### config.mk
export PLATFORM = sky130hd
export DESIGN_NAME = umi_decode_pipe_flat
export DESIGN_NICKNAME = d
export VERILOG_FILES = /design/src/rtl/umi_decode_pipe_if.sv /design/src/rtl/umi_decode_pipe.sv /design/src/flat_wrapper.sv
export SDC_FILE = /design/constraint.sdc
export NUM_CORES = 1
export LEC_CHECK = 0
export ABC_AREA = 1
export BUFFER_PORTS_ARGS = -buffer_cell sky130_fd_sc_hd__buf_2
export CORE_MARGIN = 2
export CORE_UTILIZATION = 45
export DETAILED_ROUTE_END_ITERATION = 10
export PLACE_DENSITY_LB_ADDON = 0.25
export SYNTH_ARGS = -nofsm -noshare
export SYNTH_HDL_FRONTEND = slang
export SYNTH_SLANG_ARGS = --single-unit
### constraint.sdc
create_clock -name clk -period 7.55 [get_ports clk]
set_input_delay 0.755 -clock clk [delete_from_list [all_inputs] [get_ports clk]]
set_output_delay 0.755 -clock clk [all_outputs]
set_load 0.03 [all_outputs]
### src/rtl/umi_decode_pipe_if.sv
// Bus interface for umi_decode_pipe.
// Carries the input command handshake and the decoded output handshake.
//   in_valid/in_cmd/in_ready : command input, valid/ready
//   out_valid/out_ready      : decoded entry output, valid/ready
//   out_write..out_illegal   : one-hot class flags of the head entry
//   out_opcode/out_length/out_user : command fields of the head entry
// Modports: master = command source / result sink, slave = the decoder.
interface umi_decode_pipe_if #(
    parameter int unsigned CW = 32
);
    logic           in_valid;
    logic [CW-1:0]  in_cmd;
    logic           in_ready;
    logic           out_valid;
    logic           out_ready;
    logic           out_write;
    logic           out_write_signal;
    logic           out_write_ack;
    logic           out_read;
    logic [6:0]     out_atomic;
    logic           out_illegal;
    logic [7:0]     out_opcode;
    logic [3:0]     out_length;
    logic [CW-13:0] out_user;

    modport master (
        output in_valid, in_cmd, out_ready,
        input  in_ready, out_valid, out_write, out_write_signal, out_write_ack,
               out_read, out_atomic, out_illegal, out_opcode, out_length, out_user
    );

    modport slave (
        input  in_valid, in_cmd, out_ready,
        output in_ready, out_valid, out_write, out_write_signal, out_write_ack,
               out_read, out_atomic, out_illegal, out_opcode, out_length, out_user
    );
endinterface

### src/rtl/umi_decode_pipe.sv
// Pipelined, flow-controlled UMI command decoder.
// Decodes each accepted command into one-hot class flags plus opcode/length/user fields and
// presents the result through a 2-entry in-order buffer. Keeps saturating class counters.
// Ports:
//   clk, reset  : clock; asynchronous active-high reset
//   bus         : umi_decode_pipe_if.slave (command in, decoded entry out)
//   cnt_clear   : synchronous clear of all counters (wins over increment)
//   cnt_write   : forwarded write-class transfers (write, write_signal, write_ack)
//   cnt_read    : forwarded read transfers
//   cnt_atomic  : forwarded atomic transfers
//   cnt_illegal : illegal commands accepted at the input
module umi_decode_pipe #(
    parameter int unsigned CW           = 32,
    parameter int unsigned CNTW         = 16,
    parameter bit          DROP_ILLEGAL = 1'b0
) (
    input  logic            clk,
    input  logic            reset,
    umi_decode_pipe_if.slave bus,
    input  logic            cnt_clear,
    output logic [CNTW-1:0] cnt_write,
    output logic [CNTW-1:0] cnt_read,
    output logic [CNTW-1:0] cnt_atomic,
    output logic [CNTW-1:0] cnt_illegal
);
    typedef struct packed {
        logic [CW-13:0] user;
        logic [3:0]     length;
        logic [7:0]     opcode;
        logic           illegal;
        logic [6:0]     atomic;   // {max,min,swap,xor,or,and,add}
        logic           read;
        logic           write_ack;
        logic           write_signal;
        logic           write;
    } entry_t;

    entry_t      dec;
    entry_t      head;
    entry_t      mem_q [2];
    logic        rd_ptr_q, wr_ptr_q;
    logic [1:0]  count_q, count_d;
    logic        in_ready_q;
    logic        accept, push, pop;
    logic        pop_write, pop_read, pop_atomic;

    always_comb begin
        dec        = '0;
        dec.opcode = bus.in_cmd[7:0];
        dec.length = bus.in_cmd[11:8];
        dec.user   = bus.in_cmd[CW-1:12];
        case (bus.in_cmd[7:0])
            8'h01:   dec.write        = 1'b1;
            8'h03:   dec.write_signal = 1'b1;
            8'h05:   dec.write_ack    = 1'b1;
            8'h08:   dec.read         = 1'b1;
            8'h09:   dec.atomic       = 7'b0000001;
            8'h19:   dec.atomic       = 7'b0000010;
            8'h29:   dec.atomic       = 7'b0000100;
            8'h39:   dec.atomic       = 7'b0001000;
            8'h49:   dec.atomic       = 7'b0010000;
            8'h59:   dec.atomic       = 7'b0100000;
            8'h69:   dec.atomic       = 7'b1000000;
            default: dec.illegal      = 1'b1;
        endcase
    end

    // accept gates everything, so an X command while idle never reaches state
    assign accept  = bus.in_valid & in_ready_q;
    assign push    = accept & ~(DROP_ILLEGAL & dec.illegal);
    assign pop     = bus.out_valid & bus.out_ready;
    assign count_d = count_q + {1'b0, push} - {1'b0, pop};
    assign head    = mem_q[rd_ptr_q];

    always_ff @(posedge clk or posedge reset) begin
        if (reset) begin
            mem_q[0]   <= '0;
            mem_q[1]   <= '0;
            rd_ptr_q   <= 1'b0;
            wr_ptr_q   <= 1'b0;
            count_q    <= 2'd0;
            in_ready_q <= 1'b0;
        end else begin
            if (push) begin
                mem_q[wr_ptr_q] <= dec;
                wr_ptr_q        <= ~wr_ptr_q;
            end
            if (pop) begin
                rd_ptr_q <= ~rd_ptr_q;
            end
            count_q    <= count_d;
            in_ready_q <= (count_d < 2'd2);
        end
    end

    assign bus.in_ready         = in_ready_q;
    assign bus.out_valid        = (count_q != 2'd0);
    assign bus.out_write        = head.write;
    assign bus.out_write_signal = head.write_signal;
    assign bus.out_write_ack    = head.write_ack;
    assign bus.out_read         = head.read;
    assign bus.out_atomic       = head.atomic;
    assign bus.out_illegal      = head.illegal;
    assign bus.out_opcode       = head.opcode;
    assign bus.out_length       = head.length;
    assign bus.out_user         = head.user;

    assign pop_write  = pop & (head.write | head.write_signal | head.write_ack);
    assign pop_read   = pop & head.read;
    assign pop_atomic = pop & (|head.atomic);

    function automatic logic [CNTW-1:0] sat_next(input logic [CNTW-1:0] cnt, input logic inc,
                                                 input logic clr);
        if (clr) begin
            return '0;
        end else if (inc && (cnt != {CNTW{1'b1}})) begin
            return cnt + 1'b1;
        end
        return cnt;
    endfunction

    always_ff @(posedge clk or posedge reset) begin
        if (reset) begin
            cnt_write   <= '0;
            cnt_read    <= '0;
            cnt_atomic  <= '0;
            cnt_illegal <= '0;
        end else begin
            cnt_write   <= sat_next(cnt_write, pop_write, cnt_clear);
            cnt_read    <= sat_next(cnt_read, pop_read, cnt_clear);
            cnt_atomic  <= sat_next(cnt_atomic, pop_atomic, cnt_clear);
            cnt_illegal <= sat_next(cnt_illegal, accept & dec.illegal, cnt_clear);
        end
    end
endmodule

### src/flat_wrapper.sv
// flat-port wrapper written by rule: the top's interface ports become plain ports
module umi_decode_pipe_flat 
#(
    parameter int unsigned CW           = 32,
    parameter int unsigned CNTW         = 16,
    parameter bit          DROP_ILLEGAL = 1'b0
)
  (clk, reset, cnt_clear, cnt_write, cnt_read, cnt_atomic, cnt_illegal, bus_in_valid, bus_in_cmd, bus_out_ready, bus_in_ready, bus_out_valid, bus_out_write, bus_out_write_signal, bus_out_write_ack, bus_out_read, bus_out_atomic, bus_out_illegal, bus_out_opcode, bus_out_length, bus_out_user);
  umi_decode_pipe_if #(.CW(CW)) bus_i ();
  input  logic clk;
  input  logic reset;
  input  logic cnt_clear;
  output logic [CNTW-1:0] cnt_write;
  output logic [CNTW-1:0] cnt_read;
  output logic [CNTW-1:0] cnt_atomic;
  output logic [CNTW-1:0] cnt_illegal;
  input wire logic [$bits(bus_i.in_valid)-1:0] bus_in_valid;
  input wire logic [$bits(bus_i.in_cmd)-1:0] bus_in_cmd;
  input wire logic [$bits(bus_i.out_ready)-1:0] bus_out_ready;
  output wire logic [$bits(bus_i.in_ready)-1:0] bus_in_ready;
  output wire logic [$bits(bus_i.out_valid)-1:0] bus_out_valid;
  output wire logic [$bits(bus_i.out_write)-1:0] bus_out_write;
  output wire logic [$bits(bus_i.out_write_signal)-1:0] bus_out_write_signal;
  output wire logic [$bits(bus_i.out_write_ack)-1:0] bus_out_write_ack;
  output wire logic [$bits(bus_i.out_read)-1:0] bus_out_read;
  output wire logic [$bits(bus_i.out_atomic)-1:0] bus_out_atomic;
  output wire logic [$bits(bus_i.out_illegal)-1:0] bus_out_illegal;
  output wire logic [$bits(bus_i.out_opcode)-1:0] bus_out_opcode;
  output wire logic [$bits(bus_i.out_length)-1:0] bus_out_length;
  output wire logic [$bits(bus_i.out_user)-1:0] bus_out_user;
  assign bus_i.in_valid = bus_in_valid;
  assign bus_i.in_cmd = bus_in_cmd;
  assign bus_i.out_ready = bus_out_ready;
  assign bus_in_ready = bus_i.in_ready;
  assign bus_out_valid = bus_i.out_valid;
  assign bus_out_write = bus_i.out_write;
  assign bus_out_write_signal = bus_i.out_write_signal;
  assign bus_out_write_ack = bus_i.out_write_ack;
  assign bus_out_read = bus_i.out_read;
  assign bus_out_atomic = bus_i.out_atomic;
  assign bus_out_illegal = bus_i.out_illegal;
  assign bus_out_opcode = bus_i.out_opcode;
  assign bus_out_length = bus_i.out_length;
  assign bus_out_user = bus_i.out_user;
  umi_decode_pipe #(.CW(CW), .CNTW(CNTW), .DROP_ILLEGAL(DROP_ILLEGAL)) u_core (.clk(clk), .reset(reset), .bus(bus_i), .cnt_clear(cnt_clear), .cnt_write(cnt_write), .cnt_read(cnt_read), .cnt_atomic(cnt_atomic), .cnt_illegal(cnt_illegal));
endmodule
Word-level counts from Yosys, hierarchy flattened
Cells that the tools add are included.
{"block": "word_totals", "reg_bits": 157, "latchBits": 0, "ramBits": 0, "rom_bits": 0, "in_bits": 37, "elab_cells": 99, "mem_count": 0}
{"block": "classes", "add_sub_neg": 6, "n_mul": 0, "div": 0, "n_lt_le_gt_ge": 4, "n_eq_ne": 15, "shift": 0, "muxes": 28, "n_bitwise": 12, "n_reduce_logical": 8}
{"cell": "2-to-1 mux 44 bit", "n": 4}
{"cell": "2-to-1 mux 16 bit", "n": 8}
{"cell": "bitwise mux 88 bit", "n": 1}
{"cell": "adder 16 x 1 -> 16 bit, second input constant", "n": 4}
{"cell": "inequality test 16 bit, second input constant", "n": 4}
{"cell": "one-hot mux 7 bit (7 select lines)", "n": 1}
{"cell": "demux 44 bit (select 1 bit)", "n": 1}
{"cell": "equality test 8 x 7 -> 1 bit, second input constant", "n": 3}
{"cell": "equality test 8 x 4 -> 1 bit, second input constant", "n": 2}
{"cell": "equality test 8 x 6 -> 1 bit, second input constant", "n": 2}
{"cell": "2-to-1 mux 1 bit", "n": 13}
{"cell": "OR reduction 11 bit", "n": 1}
{"cell": "equality test 8 x 1 -> 1 bit, second input constant", "n": 1}
{"cell": "equality test 8 x 2 -> 1 bit, second input constant", "n": 1}
{"cell": "equality test 8 x 3 -> 1 bit, second input constant", "n": 1}
{"cell": "equality test 8 x 5 -> 1 bit, second input constant", "n": 1}
{"cell": "OR reduction 7 bit", "n": 1}
{"cell": "bitwise AND 1 bit", "n": 6}
{"cell": "logical AND 1 bit", "n": 5}
{"cell": "greater-or-equal comparator 2 bit, second input constant", "n": 2}
{"cell": "NOT 1 -> 2 bit", "n": 2}
{"cell": "adder 2 x 1 -> 2 bit", "n": 1}
{"cell": "less-than comparator 2 x 1 -> 1 bit, second input constant", "n": 1}
{"cell": "less-than comparator 2 bit, second input constant", "n": 1}
{"cell": "other kinds (4)", "n": 6}

Longest topological paths before layout
Gate-level depths: netlist of run 1.
{"block": "depth", "ltp_word": 10, "mapped_depth": 12, "mapped_depth_nobuf": 10}

Worst setup path after synthesis of run 1
No wires, ideal clock.
{"block": "synth_path", "path_kind": "reg2out", "from": "register u_core.rd_ptr_q", "to": "output port bus_out_user[10]", "arrival_time_ns": 1.609, "t_required_ns": 6.795, "path_slack_ns": 5.186, "stages_incl_launch_ff": 6, "path_buffers": 4, "path_cell_list": "dfrtp_1 buf_6 buf_6 buf_6 clkbuf_1 o21ai_0"}
{"block": "synth_via", "elab_chain_len": 4}
{"element": "start: declaration", "line_no": "umi_decode_pipe.sv:41", "text": "logic rd_ptr_q, wr_ptr_q;"}
{"element": "start signal: assignment", "line_no": "umi_decode_pipe.sv:89", "text": "rd_ptr_q <= ~rd_ptr_q;"}
{"element": "NOT 1 -> 2 bit (implied by the code)", "line_no": "umi_decode_pipe.sv:73", "text": "assign head = mem_q[rd_ptr_q];"}
{"element": "2-to-1 mux 44 bit (implied by the code) (3 in a row)", "line_no": "umi_decode_pipe.sv:73"}
{"element": "end: declaration", "line_no": "flat_wrapper.sv:30", "text": "output wire logic [$bits(bus_i.out_user)-1:0] bus_out_user;"}
Every way passes these cells. The select of a mux whose other input is x is not followed.

Final worst setup path of run 1
{"block": "layout_path", "from": "register u_core.rd_ptr_q", "to": "register u_core.cnt_atomic[10]"}
{"block": "layout_via", "elab_chain_len": 9}
{"element": "NOT 1 -> 2 bit (implied by the code)", "line_no": "umi_decode_pipe.sv:73"}
{"element": "2-to-1 mux 44 bit (implied by the code) (3 in a row)", "line_no": "umi_decode_pipe.sv:73"}
{"element": "OR reduction 7 bit", "line_no": "umi_decode_pipe.sv:110", "text": "assign pop_atomic = pop & (|head.atomic);"}
{"element": "bitwise AND 1 bit", "line_no": "umi_decode_pipe.sv:110"}
{"element": "logical AND 1 bit", "line_no": "umi_decode_pipe.sv:116", "text": "end else if (inc && (cnt != {CNTW{1'b1}})) begin"}
{"element": "2-to-1 mux 1 bit", "line_no": "umi_decode_pipe.sv:116"}
{"element": "2-to-1 mux 1 bit", "line_no": "umi_decode_pipe.sv:114", "text": "if (clr) begin"}
{"element": "end signal: assignment", "line_no": "umi_decode_pipe.sv:131", "text": "cnt_atomic <= sat_next(cnt_atomic, pop_atomic, cnt_clear);"}
{"element": "end: declaration", "line_no": "umi_decode_pipe.sv:23", "text": "output logic [CNTW-1:0] cnt_atomic,"}
Every way passes these cells. The select of a mux whose other input is x is not followed.
A chain may end at the register's enable or synchronous reset.

==> summary.log, run 1 <==
qor: worst_setup_path.r2r_cells 8
qor: sta.final_layout_setup_total_negative_slack 0 ns
qor: worst_setup_path.arrival 3.15 ns
qor: placement.gp_routability_congestion 0.862
qor: clock_tree.htree_num_levels 4
qor: worst_setup_path.rr_startpoint u_core.rd_ptr_q
qor: clock_tree.number_of_sinks_handled_by_clock_tree_synthesis 157
qor: sta.timing_max_transition_violations_final 0
qor: placement.dp_cells 1444
qor: sta.worstMarginPinSlew 1.14 ns
qor: yosys.synth-seq-area-share 0.468
qor: floorplanning.floorplan.initialDensity 0.463
qor: worst_hold_path.whs_endpoint u_core.mem_q[54]
qor: global_route.grt.overflow.total 0
qor: worst_setup_path.critical_path.endpoint_type flop
qor: route.wl_per_cell 13.1 um
qor: sta.worst_slew_margin_rel 0.241
qor: placement.placement.io_buffers 146
qor: floorplanning.die_height 141 um
qor: global_route.pin_count_of_the_biggest_net_entering_global_routing 99
qor: yosys.postSynthCellCount 1110
qor: pwr.power_switching_share 0.402
qor: sta.report.final.hold_viol_count 0
qor: yosys.synthesis.yosys.warnings 0
qor: final_layout.layout.cells.most_common nand2_1
qor: sta.achievable-frequency 0.357 GHz
qor: clock_tree.post_cts_resized 0
qor: route.vias_per_cell 4.93
qor: floorplanning.io_pins 147
qor: clock_tree.worst_skew_pair_later_pin_latency 0.41 ns
qor: final_layout.fin_cells 1475
qor: final_layout.fin_util 0.543
qor: yosys.yosys.area_share.adder 0.00893
qor: pwr.p_comb_frac 0.363
qor: worst_hold_path.min_path_cells 2
qor: yosys.synth.lib_cells_used.distinct 38
qor: clock_tree.postCtsSetupRepairBufs 0
qor: clock_tree.clock_transition_at_path_regs 0.06 ns
qor: worst_hold_path.min-delay-start u_core.mem_q[54]
qor: pwr.share_clk_of_total_power 0.285
qor: worst_setup_path.startpoint_type flop
qor: yosys.main_combinational_cell_family_by_area_after_synthesis simple AND/OR/NAND/NOR gates
qor: clock_tree.tritoncts_clock_tree built
qor: yosys.synth_edf_count 0
qor: worst_setup_path.path_cells buf_4, inv_2, o21ai_1, nor3_1, nand2_1, nor2b_1, nand3_1, nand2_1
qor: sta.period_share 0.371
qor: sta.finalWorstPathRequiredPeriod 2.80 ns
qor: yosys.post_synth_instance_area 8400 sq um
qor: placement.placed_cell_area 9220 sq um
qor: clock_tree.cts_hold_buffers 0
qor: worst_hold_path.hold_path_class flop to flop
qor: yosys.synth-compound-area-share 0.0774
qor: sta.setup_viol_count_final 0
qor: pwr.vdd_ir_drop_max 219 uV
qor: worst_setup_path.crit_path_max_fanout 80
qor: yosys.async_flop_share 1.00
qor: flow_run.max_cap_violations 0
qor: yosys.synth_xor_area_frac 0.0427
qor: worst_setup_path.crit_type flop to flop
qor: clock_tree.numCtsBuffers 17
qor: yosys.syn_nets 1153
qor: pwr.power-per-cell-area 326 nW/um^2
qor: route.total_number_of_vias 7277
qor: global_route.track_usage 0.204
qor: route.postRouteAntennaNets 0
qor: pwr.switching_power 1.29 mW
qor: worst_setup_path.cp_slowest_cell nor2b_1
qor: route.drt_first_pass_iters 5
qor: route.detailed_route_wire_length 19400 um
qor: final_layout.design.final.nets 1277
qor: final_layout.area_growth_syn_to_layout 17.2%
qor: worst_setup_path.dominant_cell_type_by_count_on_the_critical_path nand2_1
qor: yosys.syn_avg_cell_area 7.57 sq um
qor: final_layout.mostFrequentLayoutCells 380 x nand2_1, 156 x dfrtp_1, 146 x buf_2
qor: final_layout.antenna_cells 0
qor: placement.dp_worst_setup_slack 4.70 ns
qor: worst_setup_path.worst_r2r_endpoint u_core.cnt_atomic[10]
qor: run_status.result_of_the_run finished, final reports clean
qor: pwr.p_int 1.92 mW
qor: yosys.postSynthRegisterBits 157
qor: worst_setup_path.delay_contributed_by_the_slowest_stage_of_the_critical_path 0.90 ns
qor: final_layout.drive_gt1_frac 0.181
qor: worst_setup_path.setup_slack_on_the_worst_flop_to_flop_path 4.75 ns
qor: clock_tree.cts_max_path_buffers 2
qor: global_route.antenna_violations_before_repair 0
qor: final_layout.layout.cell_area.non_filler 9850 sq um
qor: yosys.synthSimpleGateAreaFrac 0.320
qor: sta.worst_hold_check_slack 0.480 ns
qor: placement.post_detailed_placement_half_perimeter_wirelength 13200 um
qor: route.drc 0
qor: global_route.first_pass_grt_wire_length 33400 um
qor: global_route.first_global_vias 6884
qor: sta.final.setup_skew 0.00834 ns
qor: sta.final.setup.worst_slack 4.75 ns
qor: clock_tree.cts-root-buf clkbuf_16
qor: yosys.synthMuxAreaShare 0
qor: floorplanning.core.rowCount 49
qor: worst_setup_path.cp_data_required_time 7.89 ns
qor: route.drt_iter0_drc 405
qor: pwr.power.leakage 5.28 nW
qor: sta.rsz_0062_raised_after_global_routing false
qor: floorplanning.core_region_area 18100 sq um
qor: yosys.yosys_most_used_dff dfrtp_1
qor: pwr.power_frac_seq 0.352
qor: floorplanning.design.die.area 19800 sq um
qor: pwr.finalPower 3.21 mW
qor: floorplanning.dieWidth 141 um
## metal layers
metal	track usage	part of all wire
met1	0.287	0.48
met4	0.0516	0.0088
met2	0.321	0.45
met3	0.0476	0.062
met5	0	0
## Yosys cell counts, types with 2 or more instances
| master | instances | share of area |
|---|---|---|
| inv_2 | 7 | 0.0031 |
| buf_4 | 4 | 0.0036 |
| o21ai_0 | 89 | 0.053 |
| clkbuf_1 | 29 | 0.013 |
| xnor2_1 | 3 | 0.0031 |
| ha_1 | 6 | 0.0089 |
| nand2_2 | 4 | 0.0030 |
| nor2_1 | 66 | 0.029 |
| o21bai_1 | 3 | 0.0027 |
| nor2_4 | 4 | 0.0054 |
| nor2_2 | 3 | 0.0022 |
| o21ai_1 | 22 | 0.013 |
| nand3_2 | 12 | 0.014 |
| or2_2 | 4 | 0.0030 |
| buf_6 | 6 | 0.0080 |
| buf_2 | 5 | 0.0030 |
| dfrtp_1 | 157 | 0.47 |
| inv_1 | 111 | 0.050 |
| nand2_1 | 381 | 0.17 |
| o22ai_1 | 2 | 0.0015 |
| nor3_1 | 18 | 0.011 |
| o21a_1 | 2 | 0.0018 |
| a21oi_1 | 2 | 0.0012 |
| xor2_1 | 38 | 0.040 |
| nand4_1 | 18 | 0.013 |
| nand3_1 | 102 | 0.061 |
## critical path: cells and delay by family, from the launching register on
family                 cells  cell delay [ns]
AOI/OAI and AO/OA          1             0.23
buffers and inverters      2             0.77
DFF                        1             0.34
and+or+nand+nor            5             1.38
## cell families after synthesis
group | count (synthesis)
simple gates | 619
buf+inv | 164
flops | 157
compound gates | 123
xor+xnor | 41
fa+ha+maj | 6
## sequential cells by signal, indices dropped and copies added (netlist names)
name                 cells
u_core.mem_q            88
u_core.wr_ptr_q          1
u_core.cnt_illegal      16
u_core.cnt_atomic       16
u_core.rd_ptr_q          1
u_core.cnt_write        16
u_core.count_q           2
u_core.cnt_read         16
u_core.bus.in_ready      1
## final cells by class
| cell class | count | area (sq um) |
|---|---|---|
| flip-flops and latches | 157 | 3930 |
| fillers | 1794 | 8300 |
| inverters | 118 | 448 |
| well taps | 229 | 287 |
| repair buffers | 151 | 768 |
| clock buffers | 21 | 470 |
| multi-input cells | 789 | 3790 |
| clock inverters | 10 | 163 |
## worst max-delay path by stage
stage / from / end
2_1_floorplan: reset / u_core.bus.in_ready
3_3_place_gp: bus_in_valid / u_core.mem_q[15]
3_5_place_dp: bus_in_valid / u_core.mem_q[10]
4_1_cts: u_core.rd_ptr_q / u_core.cnt_atomic[10]
5_1_grt: u_core.rd_ptr_q / u_core.cnt_atomic[13]
6_report: u_core.rd_ptr_q / u_core.cnt_atomic[10]
## power groups by stage
| stage | logic, mW | clock network, mW | registers [mW] |
|---|---|---|---|
| 3_3_place_gp | 1.16 | 0 | 1.14 |
| 4_1_cts | 1.18 | 0.937 | 1.13 |
| 2_1_floorplan | 0.873 | 0 | 1.15 |
| 6_report | 1.16 | 0.916 | 1.13 |
| 3_5_place_dp | 1.17 | 0 | 1.14 |
| 5_1_grt | 1.30 | 0.971 | 1.15 |
No activity file was read; power rests on OpenSTA's default activity.
==> run 2, diff against run 1 <==
Settings changed: ABC_AREA 1 to 0.
Clock period 7.55 ns to 2.8 ns, I/O delays scaled along.
==> summary.log, run 2 <==
qor: pwr.power-per-cell-area 901 nW/um^2 [+180%]
qor: floorplanning.core_region_area 16600 sq um [-8.3%]
qor: yosys.synthesis.yosys.warnings 0 [unchanged]
qor: sta.final_layout_setup_total_negative_slack 0 ns [unchanged]
qor: yosys.async_flop_share 1.00 [unchanged]
qor: route.postRouteAntennaNets 0 [unchanged]
qor: final_layout.design.final.nets 894 [-30%]
qor: yosys.synthTopCellsByArea dfrtp_1 51%, mux2_2 16%, nand2_1 2.7%, a21oi_1 2.3%, xnor2_1 2.2%
qor: route.detailed_route_wire_length 17500 um [-9.7%]
qor: pwr.p_int 5.23 mW [+170%]
qor: floorplanning.dieWidth 135 um [-4.3%]
qor: worst_setup_path.critical_path.endpoint_type flop
qor: route.total_number_of_vias 6078 [-16%]
qor: sta.worst_slew_margin_rel 0.462 [+0.221]
qor: clock_tree.number_of_sinks_handled_by_clock_tree_synthesis 157 [unchanged]
qor: final_layout.drive_gt1_frac 0.362 [+0.182]
qor: final_layout.fin_util 0.556 [+0.0129]
qor: clock_tree.tritoncts_clock_tree built
qor: worst_setup_path.crit_path_max_fanout 22 [-73%]
qor: global_route.grt.overflow.total 0 [unchanged]
qor: global_route.track_usage 0.196 [-0.00778]
qor: run_status.result_of_the_run finished, final reports clean
qor: worst_setup_path.crit_type flop to flop
qor: sta.rsz_0062_raised_after_global_routing false
qor: yosys.syn_avg_cell_area 10.8 sq um [+42%]
qor: yosys.synth-seq-area-share 0.511 [+0.0439]
qor: global_route.antenna_violations_before_repair 0 [unchanged]
qor: clock_tree.worst_skew_pair_later_pin_latency 0.43 ns [+0.02 ns]
qor: final_layout.area_growth_syn_to_layout 20.4%
qor: floorplanning.io_pins 147 [unchanged]
qor: worst_hold_path.min-delay-start bus_in_cmd[16]
qor: placement.post_detailed_placement_half_perimeter_wirelength 11800 um [-11%]
qor: sta.setup_viol_count_final 0 [unchanged]
qor: global_route.first_global_vias 5704 [-17%]
qor: floorplanning.die_height 135 um [-4.3%]
qor: final_layout.antenna_cells 0 [unchanged]
qor: placement.placement.io_buffers 146 [unchanged]
qor: flow_run.max_cap_violations 0 [unchanged]
qor: sta.period_share 0.864 [+0.493]
qor: sta.report.final.hold_viol_count 0 [unchanged]
qor: worst_setup_path.setup.worst_path.start u_core.cnt_atomic[0]
qor: pwr.power_switching_share 0.372 [-0.0297]
qor: floorplanning.design.die.area 18100 sq um [-8.3%]
qor: route.wl_per_cell 16.1 um [+23%]
qor: route.drt_iter0_drc 405 [unchanged]
qor: final_layout.largest_register_ffs 88 [unchanged]
qor: clock_tree.numCtsBuffers 17 [unchanged]
qor: pwr.switching_power 3.10 mW [+140%]
qor: yosys.postSynthCellCount 713 [-36%]
qor: yosys.yosys_most_used_dff dfrtp_1
qor: sta.timing_max_transition_violations_final 0 [unchanged]
qor: yosys.synth.lib_cells_used.distinct 44 [+16%]
qor: clock_tree.cts_hold_buffers 1 [+1]
qor: route.vias_per_cell 5.61 [+14%]
qor: clock_tree.cts-root-buf clkbuf_16
qor: yosys.post_synth_instance_area 7680 sq um [-8.6%]
qor: sta.worstMarginPinSlew 0.800 ns [-0.336 ns]
qor: route.drt_first_pass_iters 5 [unchanged]
qor: yosys.postSynthRegisterBits 157 [unchanged]
qor: sta.final.setup_skew 0.0112 ns [+0.00291 ns]
qor: worst_setup_path.rr_startpoint u_core.cnt_atomic[0]
qor: sta.achievable-frequency 0.414 GHz [+16%]
qor: route.drc 0 [unchanged]
qor: yosys.yosysTopAreaCellShare 0.511 [+0.0439]
qor: global_route.first_pass_grt_wire_length 28300 um [-15%]
qor: final_layout.max_flop_register u_core.mem_q
qor: final_layout.layout.cells.most_common dfrtp_1
qor: sta.finalWorstPathRequiredPeriod 2.42 ns [-0.383 ns]
qor: worst_setup_path.arrival 2.73 ns [-0.42 ns]
qor: yosys.count_leader_synth dfrtp_1
qor: worst_setup_path.startpoint_type flop
qor: yosys.synth_edf_count 0 [unchanged]
qor: pwr.vdd_ir_drop_max 710 uV [+220%]
qor: pwr.power.leakage 4.16 nW [-21%]
qor: clock_tree.clock_transition_at_path_regs 0.07 ns [about the same]
qor: yosys.syn_nets 756 [-34%]
qor: floorplanning.core.rowCount 47 [-4.1%]
qor: floorplanning.floorplan.initialDensity 0.462 [-0.00150]
qor: clock_tree.cts_max_path_buffers 2 [unchanged]
qor: yosys.top_cells_by_count_synth 157 x dfrtp_1, 106 x mux2_2, 56 x nand2_1
qor: pwr.share_clk_of_total_power 0.255 [-0.030]
qor: worst_hold_path.hold_path_class input port to flop
qor: clock_tree.postCtsSetupRepairBufs 0 [unchanged]
qor: global_route.pin_count_of_the_biggest_net_entering_global_routing 61 [-38%]
qor: pwr.p_comb_frac 0.372 [+0.009]
qor: worst_setup_path.cp_data_required_time 3.12 ns [-4.77 ns]
qor: placement.gp_routability_congestion 0.783 [-9.1%]
qor: final_layout.mostFrequentLayoutCells 156 x dfrtp_1, 146 x buf_2, 106 x mux2_2
qor: pwr.power_frac_seq 0.373 [+0.021]
qor: clock_tree.post_cts_resized 0 [unchanged]
qor: yosys.yosys.area.top_type dfrtp_1
qor: clock_tree.htree_num_levels 4 [unchanged]
run 2: cells by family after synthesis:
group	after synthesis	synth area share
AOI/OAI and AO/OA	110	0.0875
xor gates and xnor gates	27	0.0308
adders and majority gates	6	0.00977
buffers and inverters	60	0.0305
DFF	157	0.511
muxes	110	0.161
and+or+nand+nor	243	0.169
run 2: power groups by stage:
stage	Sequential [mW]	Clock [mW]	Combinational, mW
after floorplan	3.09	0	2.38
after global placement	3.12	0	3.09
after detailed placement	3.14	0	3.13
after CTS	3.11	2.17	3.14
after global routing	3.18	2.26	3.35
final	3.11	2.12	3.10
run 2: final cells by class:
type / instances / area, sq um
clock buffers: 17 / 425
clock inverters: 15 / 116
fillers: 1461 / 7390
inverters: 16 / 63.8
multi-input cells: 496 / 3530
flip-flops and latches: 157 / 3930
well taps: 220 / 275
repair buffers: 163 / 911
run 2: through the flow:
step | power, mW | instances | worst slack [ns] | instance area, sq um | hold WS (ns)
floorplan | 5.47 | 713 | 0.533 | 7680 | 0.381
global placement | 6.21 | 1051 | 0.597 | 8700 | 0.334
detailed placement | 6.27 | 1051 | 0.496 | 8700 | 0.340
CTS | 8.42 | 1084 | 0.466 | 9250 | 0.0766
global route | 8.79 | 1084 | 0.262 | 9250 | 0.0848
finish | 8.33 | 1084 | 0.382 | 9250 | 0.0942
run 2: worst max-delay path, stage by stage, from the launching register on:
cell and delay (ns):
dfrtp_1 0.45, ha_1 0.28, nand3_1 0.10, nor4_1 0.39
nand2b_1 0.65, nor4_1 0.13, mux2_2 0.30
run 2: final timing paths:
| check | slack (ns) | cells after the start | to |
|---|---|---|---|
| min | 0.09 | 2 | u_core.mem_q[72] |
| max reg2reg | 0.38 | 6 | u_core.cnt_atomic[5] |
| max in group asynchronous | 1.71 | 4 | u_core.mem_q[84] |
| max | 0.38 | 6 | u_core.cnt_atomic[5] |
| min in group asynchronous | 0.43 | 3 | u_core.cnt_illegal[3] |
| min reg2reg | 0.47 | 2 | u_core.mem_q[60] |
run 2: layer usage:
metal | routed length, um | GRT usage | vias up
met2 | 8110 | 0.298 | 156
met4 | 249 | 0.0766 | 0
li1 | - | - | 2897
met5 | 0 | 0 | -
met1 | 8030 | 0.266 | 3004
met3 | 1090 | 0.0578 | 21
